`src/rtl/cardinal_nic_pkg.sv`:
```
// Shared constants for the cardinal NIC: CPU register map, VC bit position and default width.
package cardinal_nic_pkg;

  localparam int NIC_DATA_W = 64;
  localparam int NIC_VC_BIT = NIC_DATA_W - 1;
  localparam int NIC_OCC_LSB = 8;

  localparam logic [1:0] NIC_ADDR_IB  = 2'b00;
  localparam logic [1:0] NIC_ADDR_IBS = 2'b01;
  localparam logic [1:0] NIC_ADDR_OB  = 2'b10;
  localparam logic [1:0] NIC_ADDR_OBS = 2'b11;

  // The VC bit is the packet MSB for whatever width the NIC is built with.
  function automatic int vc_bit(input int data_w);
    return data_w - 1;
  endfunction

endpackage

```
`src/rtl/cardinal_nic_fifo.sv`:
```
// Power-of-two FIFO with wrapping pointers and an occupancy counter; storage is not reset.
module cardinal_nic_fifo #(
  parameter int DATA_W = 64,
  parameter int DEPTH  = 4
) (
  input  logic                       CLK,
  input  logic                       RESET,
  input  logic                       push,
  input  logic                       pop,
  input  logic [DATA_W-1:0]          din,
  output logic [DATA_W-1:0]          dout,
  output logic                       full,
  output logic                       empty,
  output logic [$clog2(DEPTH):0]     count
);

  localparam int PW = $clog2(DEPTH);
  localparam int CW = PW + 1;

  logic [DATA_W-1:0] mem [DEPTH];
  logic [PW-1:0]     wr_ptr, rd_ptr;
  logic [CW-1:0]     cnt;
  logic              do_push, do_pop;

  assign full    = (cnt == CW'(DEPTH));
  assign empty   = (cnt == '0);
  assign count   = cnt;
  assign dout    = mem[rd_ptr];
  assign do_pop  = pop && !empty;
  // A full FIFO still takes a push when the same edge frees the head slot.
  assign do_push = push && (!full || do_pop);

  always_ff @(posedge CLK) begin
    if (!RESET && do_push) mem[wr_ptr] <= din;
  end

  always_ff @(posedge CLK) begin
    if (RESET) begin
      wr_ptr <= '0;
      rd_ptr <= '0;
      cnt    <= '0;
    end else begin
      if (do_push) wr_ptr <= wr_ptr + 1'b1;
      if (do_pop)  rd_ptr <= rd_ptr + 1'b1;
      cnt <= cnt + CW'(do_push) - CW'(do_pop);
    end
  end

endmodule

```
`src/rtl/cardinal_nic_q.sv`:
```
// Cardinal NIC: CPU-side register interface bridging an input and an output packet FIFO to the ring router.
// Optional build macro CARDINAL_NIC_OCC_EN adds FIFO occupancy to the status registers.
module cardinal_nic_q
  import cardinal_nic_pkg::*;
#(
  parameter int DATA_W = NIC_DATA_W,
  parameter int DEPTH  = 4
) (
  input  logic              CLK,
  input  logic              RESET,
  input  logic [1:0]        addr,
  input  logic [DATA_W-1:0] d_in,
  output logic [DATA_W-1:0] d_out,
  input  logic              nicEn,
  input  logic              nicWrEn,
  input  logic              net_si,
  output logic              net_ri,
  input  logic [DATA_W-1:0] net_di,
  output logic              net_so,
  input  logic              net_ro,
  output logic [DATA_W-1:0] net_do,
  input  logic              net_polarity
);

  localparam int CW = $clog2(DEPTH) + 1;
  localparam int VC = vc_bit(DATA_W);

  logic              ib_push, ib_pop, ib_full, ib_empty;
  logic              ob_push, ob_pop, ob_full, ob_empty;
  logic [DATA_W-1:0] ib_head, ob_head;
  logic [CW-1:0]     ib_count, ob_count;
  logic              rd_vld_p0, wr_vld_p0;
  logic [DATA_W-1:0] rd_data_p0;
  logic              unused_cnt;

  assign unused_cnt = ^{ib_count, ob_count};

  // Stage p0: combinational handshakes and CPU decode
  assign rd_vld_p0 = nicEn && !nicWrEn && !RESET;
  assign wr_vld_p0 = nicEn &&  nicWrEn && !RESET;

  assign net_ri  = !RESET && !ib_full;
  assign ib_push = net_si && net_ri;
  assign ib_pop  = rd_vld_p0 && (addr == NIC_ADDR_IB) && !ib_empty;

  assign net_so  = !RESET && !ob_empty && (ob_head[VC] == net_polarity);
  assign net_do  = ob_head;
  assign ob_pop  = net_so && net_ro;
  assign ob_push = wr_vld_p0 && (addr == NIC_ADDR_OB);

  always_comb begin
    rd_data_p0 = '0;
    case (addr)
      NIC_ADDR_IB: begin
        if (!ib_empty) rd_data_p0 = ib_head;
      end
      NIC_ADDR_IBS: begin
        rd_data_p0[0] = !ib_empty;
`ifdef CARDINAL_NIC_OCC_EN
        rd_data_p0[NIC_OCC_LSB +: CW] = ib_count;
`endif
      end
      NIC_ADDR_OBS: begin
        rd_data_p0[0] = ob_full;
`ifdef CARDINAL_NIC_OCC_EN
        rd_data_p0[NIC_OCC_LSB +: CW] = ob_count;
`endif
      end
      default: rd_data_p0 = '0;
    endcase
  end

  // Stage p1: registered CPU read data, held between reads
  always_ff @(posedge CLK) begin
    if (RESET)          d_out <= '0;
    else if (rd_vld_p0) d_out <= rd_data_p0;
  end

  cardinal_nic_fifo #(.DATA_W(DATA_W), .DEPTH(DEPTH)) u_ib (
    .CLK   (CLK),
    .RESET (RESET),
    .push  (ib_push),
    .pop   (ib_pop),
    .din   (net_di),
    .dout  (ib_head),
    .full  (ib_full),
    .empty (ib_empty),
    .count (ib_count)
  );

  cardinal_nic_fifo #(.DATA_W(DATA_W), .DEPTH(DEPTH)) u_ob (
    .CLK   (CLK),
    .RESET (RESET),
    .push  (ob_push),
    .pop   (ob_pop),
    .din   (d_in),
    .dout  (ob_head),
    .full  (ob_full),
    .empty (ob_empty),
    .count (ob_count)
  );

endmodule
```
`config.mk`:
```
export PLATFORM = sky130hd
export DESIGN_NAME = cardinal_nic_q
export DESIGN_NICKNAME = d
export VERILOG_FILES = /design/src/rtl/cardinal_nic_pkg.sv /design/src/rtl/cardinal_nic_fifo.sv /design/src/rtl/cardinal_nic_q.sv
export SDC_FILE = /design/constraint.sdc
export NUM_CORES = 1
export LEC_CHECK = 0
export CAP_MARGIN = 20
export CORE_ASPECT_RATIO = 0.5
export CORE_UTILIZATION = 58
export DETAILED_ROUTE_END_ITERATION = 8
export PLACE_DENSITY = 0.83
export SYNTH_ARGS = -nofsm -noshare
export SYNTH_HDL_FRONTEND = slang
export SYNTH_SLANG_ARGS = --single-unit
```
`constraint.sdc`:
```
create_clock -name CLK -period 8 [get_ports CLK]
set_input_delay 1.2 -clock CLK [delete_from_list [all_inputs] [get_ports CLK]]
set_output_delay 1.2 -clock CLK [all_outputs]
set_load 0.01 [all_outputs]
```
==> flow_summary.ini, run 1 <==
[pwr]
netSwitchingFraction = 0.197
clkPwrFrac = 0.384
leakagePower_nw = 8.23
internal_power_mw = 4.84
power_density_mw_per_mm2 = 230
ir_worst_vdd_mv = 0.130
p_total_mw = 6.02
seqPwrFrac = 0.572
p_comb_frac = 0.044
p_sw_mw = 1.19

[yosys]
yosysTopAreaCell = edfxtp_1
yosysMostFrequentCell = edfxtp_1
mappedNetlistArea_mm2 = 0.0214
syn-num-nets = 1136
ys_seq_area_frac = 0.794
synth_top_area_share = 0.717
synth_edf_count = 512
syn-instance-count = 985
synth_commonest_cells = edfxtp_1 (512), mux4_2 (128), dfxtp_1 (82), nor2_1 (77), a22oi_1 (63)
synth-main-ff-cell = edfxtp_1
ys_async_sr_fraction = 0
syn_area_per_cell_um2 = 21.8
yosysUniqueCellTypes = 32
netlist_top_cells_area = edfxtp_1 (72%), mux4_2 (13%), dfxtp_1 (7.7%), a22oi_1 (2.2%), nor2_1 (1.3%)
ys_warn_count = 0
ys_seq_elements = 594

[sta]
drv_slew = 0
maxSlewHeadroom = 0.333
finalCritPeriodShare = 0.541
fin_tns_setup_ns = 0
finalSetupViolations = 0
period_needed_ns = 4.33
hold_violations = 0
finClkSkew_ns = 0.0162
rsz0062_at_grt = false
fmax_mhz = 231
tightest_slew_ns = 1.00

[clock_tree]
htreeDepth = 2
cts_made_buffers = 48
cts_hold_buf = 0
cts_root_buf = clkbuf_16
cts_resized = 0
cts.sinks = 594
insertion_delay_ns = 0.56
clk_pin_slew_ns = 0.07
postCtsSetupBuffers = 0
cts_buffer_depth = 3
cts_tree = built

[cells_and_area]
drive_gt1_frac = 0.180
fin_nets = 1415
area_growth_pct = 22.1
fillers = 2029

[placement]
port_buffers = 266
place_congestion = 0.742
dp_hpwl_um = 24300

[global_routing]
grt_use_total = 0.221
grt_pass1_vias = 10900
grt_start_max_net_pins = 84
grt_first_pass_wirelength_um = 62600
grt_overflow = 0
antenna_found_initial = 1

[worst_setup_path]
r2r_setup_slack_ns = 4.40
critPathSlowestCell = dfxtp_4
crit_fanout = 33
cp-start-kind = flip-flop
path_cells = buf_4 > mux4_2 > clkdlybuf4s50_1
r2r_cells = 7
worstPathRequired_ns = 6.80
endpoint_kind = output port
path_class = flip-flop to output port
crit_arrival_ns = 3.13
crit_path_max_incr_delay_ns = 0.76

[die]
coreArea_mm2 = 0.0362
fp.dieW_um = 274
io_pins = 267
die_h_um = 138
start_util = 0.593
rows = 49
dieArea_mm2 = 0.0378

[drt]
first_pass_iters = 7
avgRoutedWirePerCell_um = 23.6
drc = 40
via_count = 10400
via_per_inst = 5.82
ant_nets = 0
drtIter0Drc = 684
drt_wl_total_um = 42300

[hold_path]
min_path_cells = 2
hold_class = flip-flop to flip-flop

[run]
cap_violations = 0

[outcome]
violations = design-rule violations
status = complete, but fails checks
[cell usage in the layout (no fill, tap or decap), types with 2 or more instances in the layout]
master             n
a21oi_1            2
a22oi_1           63
a31oi_1            2
and2_2             4
and3_2             4
buf_4             15
bufinv_16          3
clkbuf_1          14
clkbuf_16         49
clkbuf_8           5
clkdlybuf4s50_1  265
clkinv_1           3
clkinv_2          12
clkinvlp_4         2
dfxtp_1           78
dfxtp_2            2
dfxtp_4            2
diode_2            2
edfxtp_1         512
fa_1               2
ha_1              12
inv_1             13
inv_6              2
mux4_2           128
nand2_1            3
nand4_1            2
nor2_1            77
nor2b_1            4
nor3_1             2
xnor2_1            6
xor2_1             3
[metal layers]
metal | wire length (µm) | up-vias | track usage
li1 | - | 4588 | -
met1 | 16500 | 5430 | 0.273
met2 | 22600 | 320 | 0.399
met3 | 1990 | 83 | 0.0391
met4 | 1180 | 0 | 0.0793
met5 | 0 | - | 0
[power by group through the flow]
stage                     sequential, mW  clock (mW)  combinational [mW]
after floorplan                     3.51           0               0.114
after global placement              3.51           0               0.250
after detailed placement            3.51           0               0.262
after CTS                           3.44        2.35               0.265
after global routing                3.45        2.47               0.280
final                               3.44        2.31               0.262
[critical path, delay by kind of cell, from the launching register on]
family / cells / cell delay, ns
buffers and inverters: 2 / 1.18
multiplexers: 1 / 0.59
flip-flops: 1 / 0.76
[cells by family after synthesis]
logic type / share of synthesized area
AND/OR/NAND/NOR: 0.0209
XOR/XNOR: 0.00444
buffers and inverters: 0.0121
adder cells (fa/ha/maj): 0.00887
AO/OA/AOI/OAI: 0.0245
multiplexers: 0.136
flip-flops: 0.794
[state kept, by name (all words and copies together) (netlist names), named ones only]
name         flops
d_out           64
u_ib.wr_ptr      2
u_ib.count       3
u_ob.count       3
u_ib.mem       256
u_ib.rd_ptr      2
u_ob.wr_ptr      2
u_ob.rd_ptr      2
u_ob.mem       256
[cell type report]
type / count / area, µm² / share of cell area
flip-flops and latches: 594 / 17000 / 0.650
multi-input cells: 326 / 4180 / 0.160
repair buffers: 281 / 2770 / 0.106
clock buffers: 68 / 1350 / 0.0515
well taps: 484 / 606 / 0.0231
clock inverters: 22 / 194 / 0.00741
inverters: 13 / 48.8 / 0.00186
diodes: 2 / 5.00 / 0.000191
[metrics by stage]
stage,instance area [µm²],hold slack [ns],utilization,cells,setup slack (ns)
after floorplan,21400,0.475,-,985,4.05
after global placement,24600,0.448,0.681,1698,3.50
after detailed placement,24600,0.460,0.681,1698,3.37
after CTS,26200,0.470,0.724,1788,3.52
after global routing,26200,0.495,0.724,1789,3.41
final,26200,0.468,0.724,1790,3.67
[path summary, 6_finish.rpt]
| kind | startpoint | endpoint |
|---|---|---|
| setup / recovery | flip-flop | net_do[60] |
| hold / removal | d_out[0]$_SDFFE_PP0P_ | d_out[0]$_SDFFE_PP0P_ |
| setup reg to reg | flip-flop | u_ob.mem[0][44]$_DFFE_PP_ |
| hold reg to reg | d_out[0]$_SDFFE_PP0P_ | d_out[0]$_SDFFE_PP0P_ |
No activity file was read; power rests on OpenSTA's default activity.
==> inputs of run 2 (changes only) <==
--- a/config.mk
+++ b/config.mk
@@ -7,9 +7,9 @@
 export LEC_CHECK = 0
 export CAP_MARGIN = 20
 export CORE_ASPECT_RATIO = 0.5
-export CORE_UTILIZATION = 58
+export CORE_UTILIZATION = 55
 export DETAILED_ROUTE_END_ITERATION = 8
-export PLACE_DENSITY = 0.83
+export PLACE_DENSITY = 0.79
 export SYNTH_ARGS = -nofsm -noshare
 export SYNTH_HDL_FRONTEND = slang
 export SYNTH_SLANG_ARGS = --single-unit
==> constraint.sdc (replaced) <==
create_clock -name CLK -period 4.45 [get_ports CLK]
set_input_delay 0.6675 -clock CLK [delete_from_list [all_inputs] [get_ports CLK]]
set_output_delay 0.6675 -clock CLK [all_outputs]
set_load 0.01 [all_outputs]
==> flow_summary.ini, run 2 (synthesis gave the netlist of run 1 again) <==
[drt]
via_count = 10300
ant_nets = 0
drtIter0Drc = 811
first_pass_iters = 4
avgRoutedWirePerCell_um = 23.1
drc = 0
drt_wl_total_um = 42000
via_per_inst = 5.68

[placement]
dpl_cell_area_mm2 = 0.0247
place_inst = 1735
port_buffers = 266
dp_hpwl_um = 24600
dpl_worst_slack_ns = 1.04
place_congestion = 0.761

[cells_and_area]
final_cell_mix = edfxtp_1 (512), clkdlybuf4s50_1 (265), mux4_2 (128), dfxtp_1 (78), nor2_1 (77)
drive_gt1_frac = 0.178
stdcell_area_mm2 = 0.0263
final-seq-area_mm2 = 0.0170
fin_nets = 1418
fillers = 2382
final_cells = 1821
final_common_cell = edfxtp_1
post-route-util = 0.692
reg_top3 = u_ib.mem (256), u_ob.mem (256), d_out (64)
multi_input_area_mm2 = 0.00420
area_growth_pct = 22.4
n_antenna_cell = 0

[global_routing]
grt_use_total = 0.217
grt.met2_usage = 0.384
grt_use_met3 = 0.0359
antenna_found_initial = 0
grt_overflow = 0
grt_pass1_vias = 11100
grt_first_pass_wirelength_um = 64800
grt_start_max_net_pins = 66
grt-busiest-layer = met2
met1_usage = 0.277

[run]
cap_violations = 0

[sta]
postLayoutSetupSlackWorst_ns = 0.933
drv_slew = 0
fin_hold_ws_ns = 0.466
fmax_mhz = 284
rsz0062_at_grt = false
tightest_slew_ns = 1.04
maxSlewHeadroom = 0.307
period_needed_ns = 3.52
fin_tns_setup_ns = 0
finalCritPeriodShare = 0.790
finClkSkew_ns = 0.0280
finalSetupViolations = 0
hold_violations = 0

[clock_tree]
cts_buffer_depth = 3
cts_hold_buf = 0
cts_made_buffers = 49
cts.sinks = 594
cts_resized = 0
cts_root_buf = clkbuf_16
insertion_delay_ns = 0.57
htreeDepth = 2
cts_tree = built
postCtsSetupBuffers = 0
clk_pin_slew_ns = 0.07

[outcome]
status = completed

[pwr]
p_total_mw = 10.7
ir_worst_vdd_mv = 0.256
power_density_mw_per_mm2 = 409
leakagePower_nw = 8.22

[die]
rows = 50
die_h_um = 142
dieArea_mm2 = 0.0398
fp.dieW_um = 281
coreArea_mm2 = 0.0379
io_pins = 267
start_util = 0.566

[worst_setup_path]
endpoint_kind = output port
crit_fanout = 44
worstPathRequired_ns = 3.78
crit_arrival_ns = 2.85
path_class = flip-flop to output port
cp-start-kind = flip-flop

[hold_path]
hold_class = flip-flop to flip-flop
run 2: cell types whose count changed in the layout (fill, tap and decap cells not counted), moves of 2 or more:
cell	previous run	this run
and3_2	4	0
and3_4	0	4
clkinv_2	12	9
buf_12	0	2
clkbuf_1	14	12
clkbuf_8	5	3
clkinv_1	3	5
clkinv_8	0	2
diode_2	2	0
run 2: critical path, cell delays in order (launching register included):
cell	delay (ns)
dfxtp_4	0.52
buf_4	0.31
buf_16	0.32
mux4_2	0.58
clkdlybuf4s50_1	0.50
run 2: final timing paths:
check,startpoint,to,slack [ns],cells after the start
worst max-delay path,flip-flop,net_do[48],0.93,4
worst min-delay path,d_out[0]$_SDFFE_PP0P_,d_out[0]$_SDFFE_PP0P_,0.47,2
worst max register to register,flip-flop,u_ob.mem[2][15]$_DFFE_PP_,1.11,6
worst min register to register,d_out[0]$_SDFFE_PP0P_,d_out[0]$_SDFFE_PP0P_,0.47,2
run 2: power by group:
| part | switching [mW] | internal, mW | leakage, nW |
|---|---|---|---|
| Clock | 1.87 | 2.20 | 0.735 |
| Sequential | 0.0340 | 6.15 | 5.29 |
| Combinational | 0.232 | 0.245 | 2.19 |
| Total | 2.14 | 8.60 | 8.22 |
run 2: final cells by class:
cell class / count / share of cell area
Clock inverter: 21 / 0.00701
Timing Repair Buffer: 283 / 0.108
Clock buffer: 64 / 0.0500
Sequential cell: 594 / 0.649
Inverter: 13 / 0.00186
Multi-Input combinational cell: 326 / 0.160
Tap cell: 520 / 0.0248
run 2: routing by layer:
layer	vias to the layer above	routed length, µm
met5	-	0
met2	280	22600
met1	5412	16500
met3	66	1910
met4	0	1070
li1	4582	-
==> inputs of run 3 (changes only) <==
--- a/config.mk
+++ b/config.mk
@@ -7,9 +7,9 @@
 export LEC_CHECK = 0
 export CAP_MARGIN = 20
 export CORE_ASPECT_RATIO = 0.5
-export CORE_UTILIZATION = 55
+export CORE_UTILIZATION = 50
 export DETAILED_ROUTE_END_ITERATION = 8
-export PLACE_DENSITY = 0.79
+export PLACE_DENSITY = 0.76
 export SYNTH_ARGS = -nofsm -noshare
 export SYNTH_HDL_FRONTEND = slang
 export SYNTH_SLANG_ARGS = --single-unit
==> constraint.sdc (replaced) <==
create_clock -name CLK -period 2.9 [get_ports CLK]
set_input_delay 0.435 -clock CLK [delete_from_list [all_inputs] [get_ports CLK]]
set_output_delay 0.435 -clock CLK [all_outputs]
set_load 0.01 [all_outputs]
==> flow_summary.ini, run 3 (synthesis gave the netlist of run 1 again) <==
[sta]
finalSetupViolations = 0
fin_hold_ws_ns = 0.208
drv_slew = 0
tightest_slew_ns = 0.883
fmax_mhz = 356
finClkSkew_ns = 0.0141
postLayoutSetupSlackWorst_ns = 0.0900
maxSlewHeadroom = 0.412
period_needed_ns = 2.81
hold_violations = 0
finalCritPeriodShare = 0.969

[placement]
dpl_worst_slack_ns = 0.229
dp_hpwl_um = 25700
dpl_cell_area_mm2 = 0.0251
place_congestion = 0.765
port_buffers = 266

[global_routing]
grt-busiest-layer = met2
grt.met2_usage = 0.368
grt_use_met3 = 0.0311
grt_pass1_vias = 11300
grt_first_pass_wirelength_um = 65400
grt_overflow = 0
met1_usage = 0.243
antenna_found_initial = 2
grt_use_total = 0.198
grt_start_max_net_pins = 66

[worst_setup_path]
crit_fanout = 31
path_class = flip-flop to output port
r2r_setup_slack_ns = 0.16
cp-start-kind = flip-flop
endpoint_kind = output port
critPathSlowestCell = mux4_2
path_cells = buf_12 > buf_16 > mux4_2 > clkdlybuf4s50_1
crit_path_max_incr_delay_ns = 0.53
worstPathRequired_ns = 2.47
crit_arrival_ns = 2.38

[die]
io_pins = 267
fp.dieW_um = 295
coreArea_mm2 = 0.0421
start_util = 0.509
rows = 53
dieArea_mm2 = 0.0438
die_h_um = 148

[cells_and_area]
final_common_cell = edfxtp_1
area_growth_pct = 25.0
fin_nets = 1433
final_cell_mix = edfxtp_1 (512), clkdlybuf4s50_1 (238), mux4_2 (128), dfxtp_1 (78), nor2_1 (77)
stdcell_area_mm2 = 0.0268
drive_gt1_frac = 0.188
reg_top3 = u_ib.mem (256), u_ob.mem (256), d_out (64)
post-route-util = 0.637

[drt]
via_per_inst = 5.47
ant_nets = 0
via_count = 10400
avgRoutedWirePerCell_um = 22.6
drtIter0Drc = 725
first_pass_iters = 4
drt_wl_total_um = 42900
drc = 0

[clock_tree]
clk_pin_slew_ns = 0.07
cts_hold_buf = 0
cts_root_buf = clkbuf_16
cts_tree = built
cts_made_buffers = 50
cts_buffer_depth = 3
cts.sinks = 594
htreeDepth = 2
insertion_delay_ns = 0.56

[hold_path]
hold_class = input port to flip-flop

[pwr]
p_total_mw = 16.8
leakagePower_nw = 8.65
ir_worst_vdd_mv = 0.505
power_density_mw_per_mm2 = 627

[run]
cap_violations = 0

[outcome]
status = completed
## run 3: final cells by class
type / instances / area, µm²
clock buffer: 64 / 1340
clock inverter: 28 / 243
sequential: 594 / 17000
tap: 577 / 722
antenna: 2 / 5.00
multi-input combinational: 326 / 4220
fill: 2774 / 15300
inverter: 13 / 48.8
timing repair buffer: 297 / 3190
## run 3: per-stage QoR
step / cells / setup TNS, ns
global route: 1901 / -0.00626
floorplan: 985 / 0
finish: 1901 / 0
global placement: 1805 / 0
CTS: 1898 / -0.0454
detailed placement: 1805 / 0
## run 3: worst max-delay path: cells and delay by family, from the launching register on
family                 cells  cell delay [ns]
DFF                        1             0.39
muxes                      1             0.53
buffers and inverters      3             0.87
## run 3: worst paths after layout
kind | startpoint | endpoint | cells past startpoint
min reg2reg | d_out[0]$_SDFFE_PP0P_ | d_out[0]$_SDFFE_PP0P_ | 2
max | flip-flop | net_do[0] | 4
min | RESET | u_ob.rd_ptr[0]$_SDFFE_PP0P_ | 2
max reg2reg | flip-flop | u_ob.count[2]$_SDFF_PP0_ | 11
## run 3: metal layers
metal,part of all wire,vias to the layer above
met5,0,-
met4,0.021,0
met3,0.040,60
met2,0.55,231
met1,0.39,5483
li1,-,4625
## run 3: report_power, final
group,switching [mW],internal (mW)
clock,2.91,3.63
combinational,0.368,0.399
sequential,0.0505,9.44
total,3.32,13.5
## run 3: timing repair
action / CTS / global route
gates cloned: 1 / 0
buffers inserted: 0 / 1
gates resized for setup: 4 / 29
endpoints found under the setup margin: 63 / 12
pin swaps: 0 / 1
